### src/rtl/tile_reader.sv
// rtl/tile_reader.sv - sequential SRAM window scanner with 1-entry skid
// Issues one read per cycle over an inclusive wrapping window and presents {valid, addr, data}.
module tile_reader #(
  parameter int DATA_WIDTH = 8,
  parameter int ADDR_WIDTH = 6
) (
  input  logic                  i_clk,
  input  logic                  i_nrst,
  input  logic                  i_en,
  input  logic                  i_reg_clear,
  input  logic                  i_stall_en,
  input  logic                  i_start,
  input  logic [ADDR_WIDTH-1:0] i_start_addr,
  input  logic [ADDR_WIDTH-1:0] i_end_addr,
  output logic                  o_sram_rd_en,
  output logic [ADDR_WIDTH-1:0] o_sram_addr,
  input  logic [DATA_WIDTH-1:0] i_sram_data,
  output logic                  o_valid_addr,
  output logic [ADDR_WIDTH-1:0] o_current_addr,
  output logic [DATA_WIDTH-1:0] o_data,
  output logic                  o_busy,
  output logic                  o_done
);

  typedef enum logic [1:0] {IDLE, READ, DRAIN, DONE} state_t;

  state_t                state_q, state_d;
  logic [ADDR_WIDTH-1:0] cnt_q, cnt_d;
  logic [ADDR_WIDTH:0]   rem_q, rem_d;

  logic                  pend_q;
  logic [ADDR_WIDTH-1:0] pend_addr_q;

  logic                  out_valid_q, out_valid_d;
  logic [ADDR_WIDTH-1:0] out_addr_q, out_addr_d;
  logic [DATA_WIDTH-1:0] out_data_q, out_data_d;

  logic                  skid_valid_q, skid_valid_d;
  logic [ADDR_WIDTH-1:0] skid_addr_q, skid_addr_d;
  logic [DATA_WIDTH-1:0] skid_data_q, skid_data_d;

  logic issue;
  logic consume;

  // A valid skid blocks issue, so at most one word can ever be waiting behind the output.
  assign issue   = (state_q == READ) & i_en & ~i_stall_en & ~skid_valid_q;
  assign consume = out_valid_q & i_en & ~i_stall_en;

  always_comb begin
    out_valid_d  = out_valid_q;
    out_addr_d   = out_addr_q;
    out_data_d   = out_data_q;
    skid_valid_d = skid_valid_q;
    skid_addr_d  = skid_addr_q;
    skid_data_d  = skid_data_q;
    if (consume) begin
      if (skid_valid_q) begin
        out_addr_d   = skid_addr_q;
        out_data_d   = skid_data_q;
        skid_valid_d = 1'b0;
      end else begin
        out_valid_d = 1'b0;
      end
    end
    if (pend_q) begin
      if (!out_valid_d) begin
        out_valid_d = 1'b1;
        out_addr_d  = pend_addr_q;
        out_data_d  = i_sram_data;
      end else begin
        skid_valid_d = 1'b1;
        skid_addr_d  = pend_addr_q;
        skid_data_d  = i_sram_data;
      end
    end
  end

  always_ff @(posedge i_clk) begin
    if (!i_nrst || i_reg_clear) begin
      state_q      <= IDLE;
      cnt_q        <= '0;
      rem_q        <= '0;
      pend_q       <= 1'b0;
      pend_addr_q  <= '0;
      out_valid_q  <= 1'b0;
      out_addr_q   <= '0;
      out_data_q   <= '0;
      skid_valid_q <= 1'b0;
      skid_addr_q  <= '0;
      skid_data_q  <= '0;
    end else begin
      state_q      <= state_d;
      cnt_q        <= cnt_d;
      rem_q        <= rem_d;
      pend_q       <= issue;
      pend_addr_q  <= cnt_q;
      out_valid_q  <= out_valid_d;
      out_addr_q   <= out_addr_d;
      out_data_q   <= out_data_d;
      skid_valid_q <= skid_valid_d;
      skid_addr_q  <= skid_addr_d;
      skid_data_q  <= skid_data_d;
    end
  end

  always_comb begin
    state_d = state_q;
    cnt_d   = cnt_q;
    rem_d   = rem_q;
    case (state_q)
      IDLE: begin
        if (i_en && i_start) begin
          cnt_d   = i_start_addr;
          rem_d   = {1'b0, i_end_addr - i_start_addr} + (ADDR_WIDTH+1)'(1);
          state_d = READ;
        end
      end
      READ: begin
        if (issue) begin
          cnt_d = cnt_q + 1'b1;
          rem_d = rem_q - 1'b1;
          if (rem_q == (ADDR_WIDTH+1)'(1)) state_d = DRAIN;
        end
      end
      DRAIN: begin
        // Leave as soon as this cycle's consume empties the pipeline, so o_done follows the last consume directly.
        if (i_en && !out_valid_d && !skid_valid_d && !pend_q) state_d = DONE;
      end
      DONE:    state_d = IDLE;
      default: state_d = IDLE;
    endcase
  end

  always_comb begin
    o_sram_rd_en = issue;
    o_sram_addr  = cnt_q;
    o_busy       = (state_q != IDLE);
    o_done       = (state_q == DONE);
  end

  assign o_valid_addr   = out_valid_q;
  assign o_current_addr = out_addr_q;
  assign o_data         = out_data_q;

endmodule
### config.mk
export PLATFORM = sky130hd
export DESIGN_NAME = tile_reader
export DESIGN_NICKNAME = d
export VERILOG_FILES = /design/src/rtl/tile_reader.sv
export SDC_FILE = /design/constraint.sdc
export NUM_CORES = 1
export LEC_CHECK = 0
export CAP_MARGIN = 20
export CORE_ASPECT_RATIO = 1.4
export CORE_MARGIN = 3
export CORE_UTILIZATION = 56
export DETAILED_ROUTE_END_ITERATION = 8
export HOLD_SLACK_MARGIN = 0.12
export PLACE_DENSITY = 0.85
export RECOVER_POWER = 25
export SLEW_MARGIN = 5
export SYNTH_ARGS = -nofsm -noshare
export SYNTH_HDL_FRONTEND = slang
export SYNTH_SLANG_ARGS = --single-unit
### constraint.sdc
create_clock -name i_clk -period 3.81 [get_ports i_clk]
set_clock_uncertainty 0.05 [all_clocks]
set_input_delay 1.143 -clock i_clk [delete_from_list [all_inputs] [get_ports i_clk]]
set_output_delay 1.143 -clock i_clk [all_outputs]
set_load 0.02 [all_outputs]
* Yosys cells after proc, flatten, opt, wreduce, memory -nomap -nowiden
Cells that the tools add are included.
Storage, ports and cells: flip-flop bits (word level) 52, input port bits 26, output and inout port bits 24, word-level logic and storage cells 70
Cells by class: $add $sub $neg 4, equal/unequal tests 8, muxes and demuxes 25, bitwise logic cells 7, reduce and logical (&&, ||, !) cells 15
Operators by type and width (count):
- 6-bit 2-to-1 mux | 6
- 8-bit 2-to-1 mux | 4
- 7-bit 2-to-1 mux | 2
- 7-bit one-hot mux with 2 select lines | 1
- 6-bit one-hot mux with 2 select lines | 1
- 2-bit 2-to-1 mux | 4
- 2-bit one-hot mux with 4 select lines | 1
- 6-bit by 1-bit adder with 7-bit output (second input constant) | 1
- 7-bit by 1-bit == test with 1-bit output (second input constant) | 1
- 7-bit by 1-bit subtractor with 7-bit output (second input constant) | 1
- 6-bit by 1-bit adder with 6-bit output (second input constant) | 1
- 1-bit 2-to-1 mux | 6
- 2-bit inequality test (second input constant) | 3
- 6-bit subtractor | 1
- 1-bit bitwise AND | 5
- 2-bit == test (second input constant) | 2
- 1-bit logical AND | 4
- 1-bit zero test | 4
- 4-bit AND reduction | 1
- 2-bit nonzero test | 2
- 3-bit AND reduction | 1
- 2-bit by 1-bit == test with 1-bit output (second input constant) | 1
- 2-bit zero test | 1
- 2-bit by 1-bit inequality test with 1-bit output (second input constant) | 1
- other kinds (3) | 4

* Depth between registers and ports, before layout
depth after elaboration 10, gate-level depth with buffers 10, depth with buffers taken out 10

* Worst setup path before layout
Ideal clock, no wire load.
kind in2out, from input i_stall_en, to output o_sram_rd_en, arrival 1788 ps, slack 829 ps, cell stages on the path 3, buffers on the path 0, cell sequence and2b_4 -> nand2b_2 -> nor2_1
On the way: longest elaborated chain between the ends 3
Ends and longest elaborated chain:
- from (decl) | RTL line 11 | input logic i_stall_en,
- 1-bit NOT | RTL line 46 | assign issue = (state_q == READ) & i_en & ~i_stall_en & ~skid_valid_q;
- 1-bit bitwise AND (2 in a row) | RTL line 46
- to (decl) | RTL line 15 | output logic o_sram_rd_en,
Every way passes these cells.

* Worst setup path after layout
Ends and elaborated chain as after synthesis.

==> reports/qor.tcl <==
set qor(drive_above_1_share) 0.0681
set qor(maxSlewViolCount) 44
set qor(cts_max_level) 2
set qor(vias_per_cell) 5.57
set qor(drt_iter0_drc) 88
set qor(power_frac_clock) 0.376
set qor(final_cell_mix) {sky130_fd_sc_hd__dfxtp_1, sky130_fd_sc_hd__nand2_1, sky130_fd_sc_hd__clkdlybuf4s50_1}
set qor(proportion_of_power_drawn_by_flip_flops_and_latches) 0.471
set qor(multiInputGateArea_sq_um) 1480
set qor(routed_wl_um) 5570
set qor(worstSkewPairLatency_ns) 0.30
set qor(tritoncts) {done}
set qor(die_h_um) 87.6
set qor(synthesis.area_per_instance_sq_um) 8.28
set qor(layout_commonest_cell) {sky130_fd_sc_hd__dfxtp_1}
set qor(synth_top_family_by_area) {compound AO/OA/AOI/OAI gates}
set qor(max-slew-margin-rel) -0.227
set qor(number_of_diodes_added_for_antenna_fixing) 0
set qor(hold_viol) 0
set qor(num_io_pins) 50
set qor(drt_drc_violations_left) 0
set qor(grt_max_degree) 44
set qor(post_synth_mux_area_share) 0.0601
set qor(syn2layout_area_growth_pct) 25.2
set qor(timing.critical_path.buf_inv) 2
set qor(synth_nets) 362
set qor(rows) 29
set qor(swShare) 0.238
set qor(tritoncts_num_sinks) 52
set qor(type_of_origin_of_the_critical_path) {primary input}
set qor(cpLargestDelayFamily) {buffers and inverters}
set qor(critPathRequiredTime_ns) 2.62
set qor(min_path_type) {reg -> reg}
set qor(max_freq_mhz) 295
set qor(power_leakage_nw) 1.37
set qor(postSynthRegisterBits) 52
set qor(fill_cells) 385
set qor(dp.final_hpwl_um) 4080
set qor(crit_type) {in -> out}
set qor(grt_overflow_total) 0
set qor(clockBufferDepth) 2
set qor(design.final.nets) 406
set qor(grt_first_pass_wirelength_um) 9470
set qor(timing.critical_path.slowest_stage_cell) {sky130_fd_sc_hd__clkdlybuf4s50_1}
set qor(cell_at_the_root_of_the_clock_tree) {sky130_fd_sc_hd__clkbuf_8}
set qor(synth.yosys.seq_area_share) 0.390
set qor(area_fraction_in_compound_gates_after_synthesis) 0.203
set qor(dieArea_sq_um) 5640
set qor(timing.critical_path.slowest_cell_delay_ns) 0.42
set qor(clkSlewWorstSetupHoldPaths_ns) 0.09
set qor(final.hold.worst_slack_ns) 0.406
set qor(route.vias.total) 2390
set qor(endpoint_kind) {output pin}
set qor(worst-path-max-fanout) 2
set qor(power_density_nw_per_um2) 354
set qor(timing.critical_path.cells) {clkdlybuf4s50_1, and2b_4, nand2b_2, nor2_1, dlymetal6s2s_1}
set qor(layout_min_cycle_time_ns) 3.39
set qor(first_pass_iteration_count_of_the_detailed_router) 7
set qor(final-seq-area_sq_um) 1040
set qor(critPathArrivalTime_ns) 2.20
set qor(synth_fa_ha_area_frac) 0.0685
set qor(hold_buffers) 0
set qor(detail-route-antenna-nets) 0
set qor(total_switching_power_uw) 281
set qor(totalNegativeSetupSlack_ns) 0
set qor(synth_xor_xnor_area_share) 0.0258
set qor(synth.cell_area_sq_um) 2670
set qor(core_area_sq_um) 4570
set qor(place_congestion) 0.778
set qor(clock_buffers_created_by_tritoncts) 5
set qor(netlist-cell-type-count) 50
set qor(max_cap_violations) 1
set qor(number_of_global_route_vias_before_repair) 2213
set qor(final_min_period_over_clock_period) 0.889
set qor(rsz0062_at_grt) {false}
set qor(worst_ir_drop_on_vdd_v) 0.000296
set qor(power.share.combinational) 0.153
set qor(power.internal_uw) 901
set qor(io_buffer_count) 49
set qor(yosys_warnings) 0
set qor(violations_in_the_final_reports) {max-capacitance violations, max-slew violations}
set qor(run_status) {complete, but fails checks}
set qor(globalRouteTotalUtil) 0.208
set qor(initial_antenna_violation_count) 0
set qor(start_util) 0.583
set qor(max_slew.worst_pin.slew_ns) 1.84
set qor(routedWlPerCell_um) 13.0
set qor(synth_simple_gate_area_frac) 0.198
set qor(chipWidth_um) 64.3
set qor(finalSetupViolCount) 0
set qor(synthCells) 322
-- synth_stat cells, drive strengths merged --
| library cell | instances | share of area |
|---|---|---|
| a211o | 1 | 0.0033 |
| a211oi | 20 | 0.058 |
| a21o | 2 | 0.0061 |
| a21oi | 31 | 0.058 |
| a221oi | 1 | 0.0033 |
| a22o | 1 | 0.0033 |
| a22oi | 2 | 0.0056 |
| a31oi | 1 | 0.0023 |
| and2 | 8 | 0.019 |
| and2b | 1 | 0.0038 |
| and3 | 2 | 0.0047 |
| buf | 10 | 0.019 |
| clkbuf | 9 | 0.013 |
| dfxtp | 52 | 0.39 |
| fa | 1 | 0.0075 |
| ha | 13 | 0.061 |
| inv | 16 | 0.023 |
| mux2i | 16 | 0.060 |
| nand2 | 45 | 0.064 |
| nand2b | 3 | 0.0080 |
| nand3 | 4 | 0.0094 |
| nand3b | 1 | 0.0028 |
| nand4 | 3 | 0.0070 |
| nor2 | 32 | 0.045 |
| nor2b | 4 | 0.0094 |
| nor3 | 8 | 0.017 |
| nor4 | 1 | 0.0023 |
| o2111a | 1 | 0.0042 |
| o2111ai | 1 | 0.0033 |
| o211ai | 1 | 0.0028 |
| o21ai | 15 | 0.028 |
| o221ai | 2 | 0.0089 |
| o22ai | 4 | 0.012 |
| o32ai | 1 | 0.0033 |
| or2 | 2 | 0.0056 |
| xnor2 | 4 | 0.016 |
| xor2 | 3 | 0.0099 |
-- power groups by stage --
stage	Clock [mW]	Sequential (mW)	Combinational (mW)
after floorplan	0	0.570	0.117
after global placement	0	0.569	0.177
after detailed placement	0	0.570	0.181
after CTS	0.452	0.557	0.182
after global routing	0.473	0.558	0.199
final	0.445	0.557	0.180
-- worst register-to-register path, cell delays in order (launching register included) --
cell                       delay (ns)
sky130_fd_sc_hd__dfxtp_1         0.37
sky130_fd_sc_hd__inv_1           0.08
sky130_fd_sc_hd__ha_1            0.42
sky130_fd_sc_hd__o21ai_0         0.23
sky130_fd_sc_hd__o2111a_1        0.52
sky130_fd_sc_hd__o21ai_0         0.18
sky130_fd_sc_hd__a221oi_1        0.30
-- metrics by stage --
step                power (mW)  worst slack, ns  cells  utilization  cell area (sq um)
global placement         0.746           0.0673    421        0.700               3200
CTS                       1.19           0.0287    429        0.730               3340
detailed placement       0.750           0.0317    421        0.700               3200
floorplan                0.687            0.829    322            -               2670
global route              1.23            0.330    429        0.730               3340
finish                    1.18            0.422    429        0.730               3340
-- registers in the layout, indices dropped and copies added (netlist names) --
register	count
o_current_addr	6
o_data	8
o_sram_addr	6
o_valid_addr	1
pend_addr_q	6
pend_q	1
rem_q	7
skid_addr_q	6
skid_data_q	8
skid_valid_q	1
state_q	2
-- cells by family (layout without fill, tap and decap cells) --
group,after synthesis,count (layout)
AND/OR/NAND/NOR,114,114
multiplexers,16,16
flip-flops,52,52
buffers and inverters,35,80
AO/OA/AOI/OAI,84,84
adder cells (fa/ha/maj),14,14
XOR/XNOR,7,7
-- what timing repair did --
item | in CTS | in global routing
gates resized for setup | 0 | 1
setup buffers | 0 | 0
endpoints found under the hold margin | 0 | 0
endpoints found under the setup margin | 0 | 1
-- area by class of cell --
type	count	share of cell area
timing repair buffer	56	0.162
inverter	16	0.0180
multi-input combinational	235	0.443
clock inverter	3	0.0206
sequential	52	0.312
clock buffer	5	0.0206
tap	62	0.0232
-- routing by layer --
layer | part of all wire | track usage | vias up
met4 | 0.022 | 0.0808 | 0
li1 | - | - | 1201
met1 | 0.42 | 0.216 | 1121
met3 | 0.047 | 0.0385 | 10
met5 | 0 | 0 | -
met2 | 0.51 | 0.406 | 58
-- path summary, 6_finish.rpt --
kind	startpoint	to	depth (start not counted)	slack [ns]
max	i_stall_en	o_sram_rd_en	5	0.42
min	pend_addr_q[0]	skid_addr_q[0]	2	0.41
max reg2reg	state_q[1]	o_sram_addr[0]	6	1.55
min reg2reg	pend_addr_q[0]	skid_addr_q[0]	2	0.41
(Power assumes the default switching activity.)
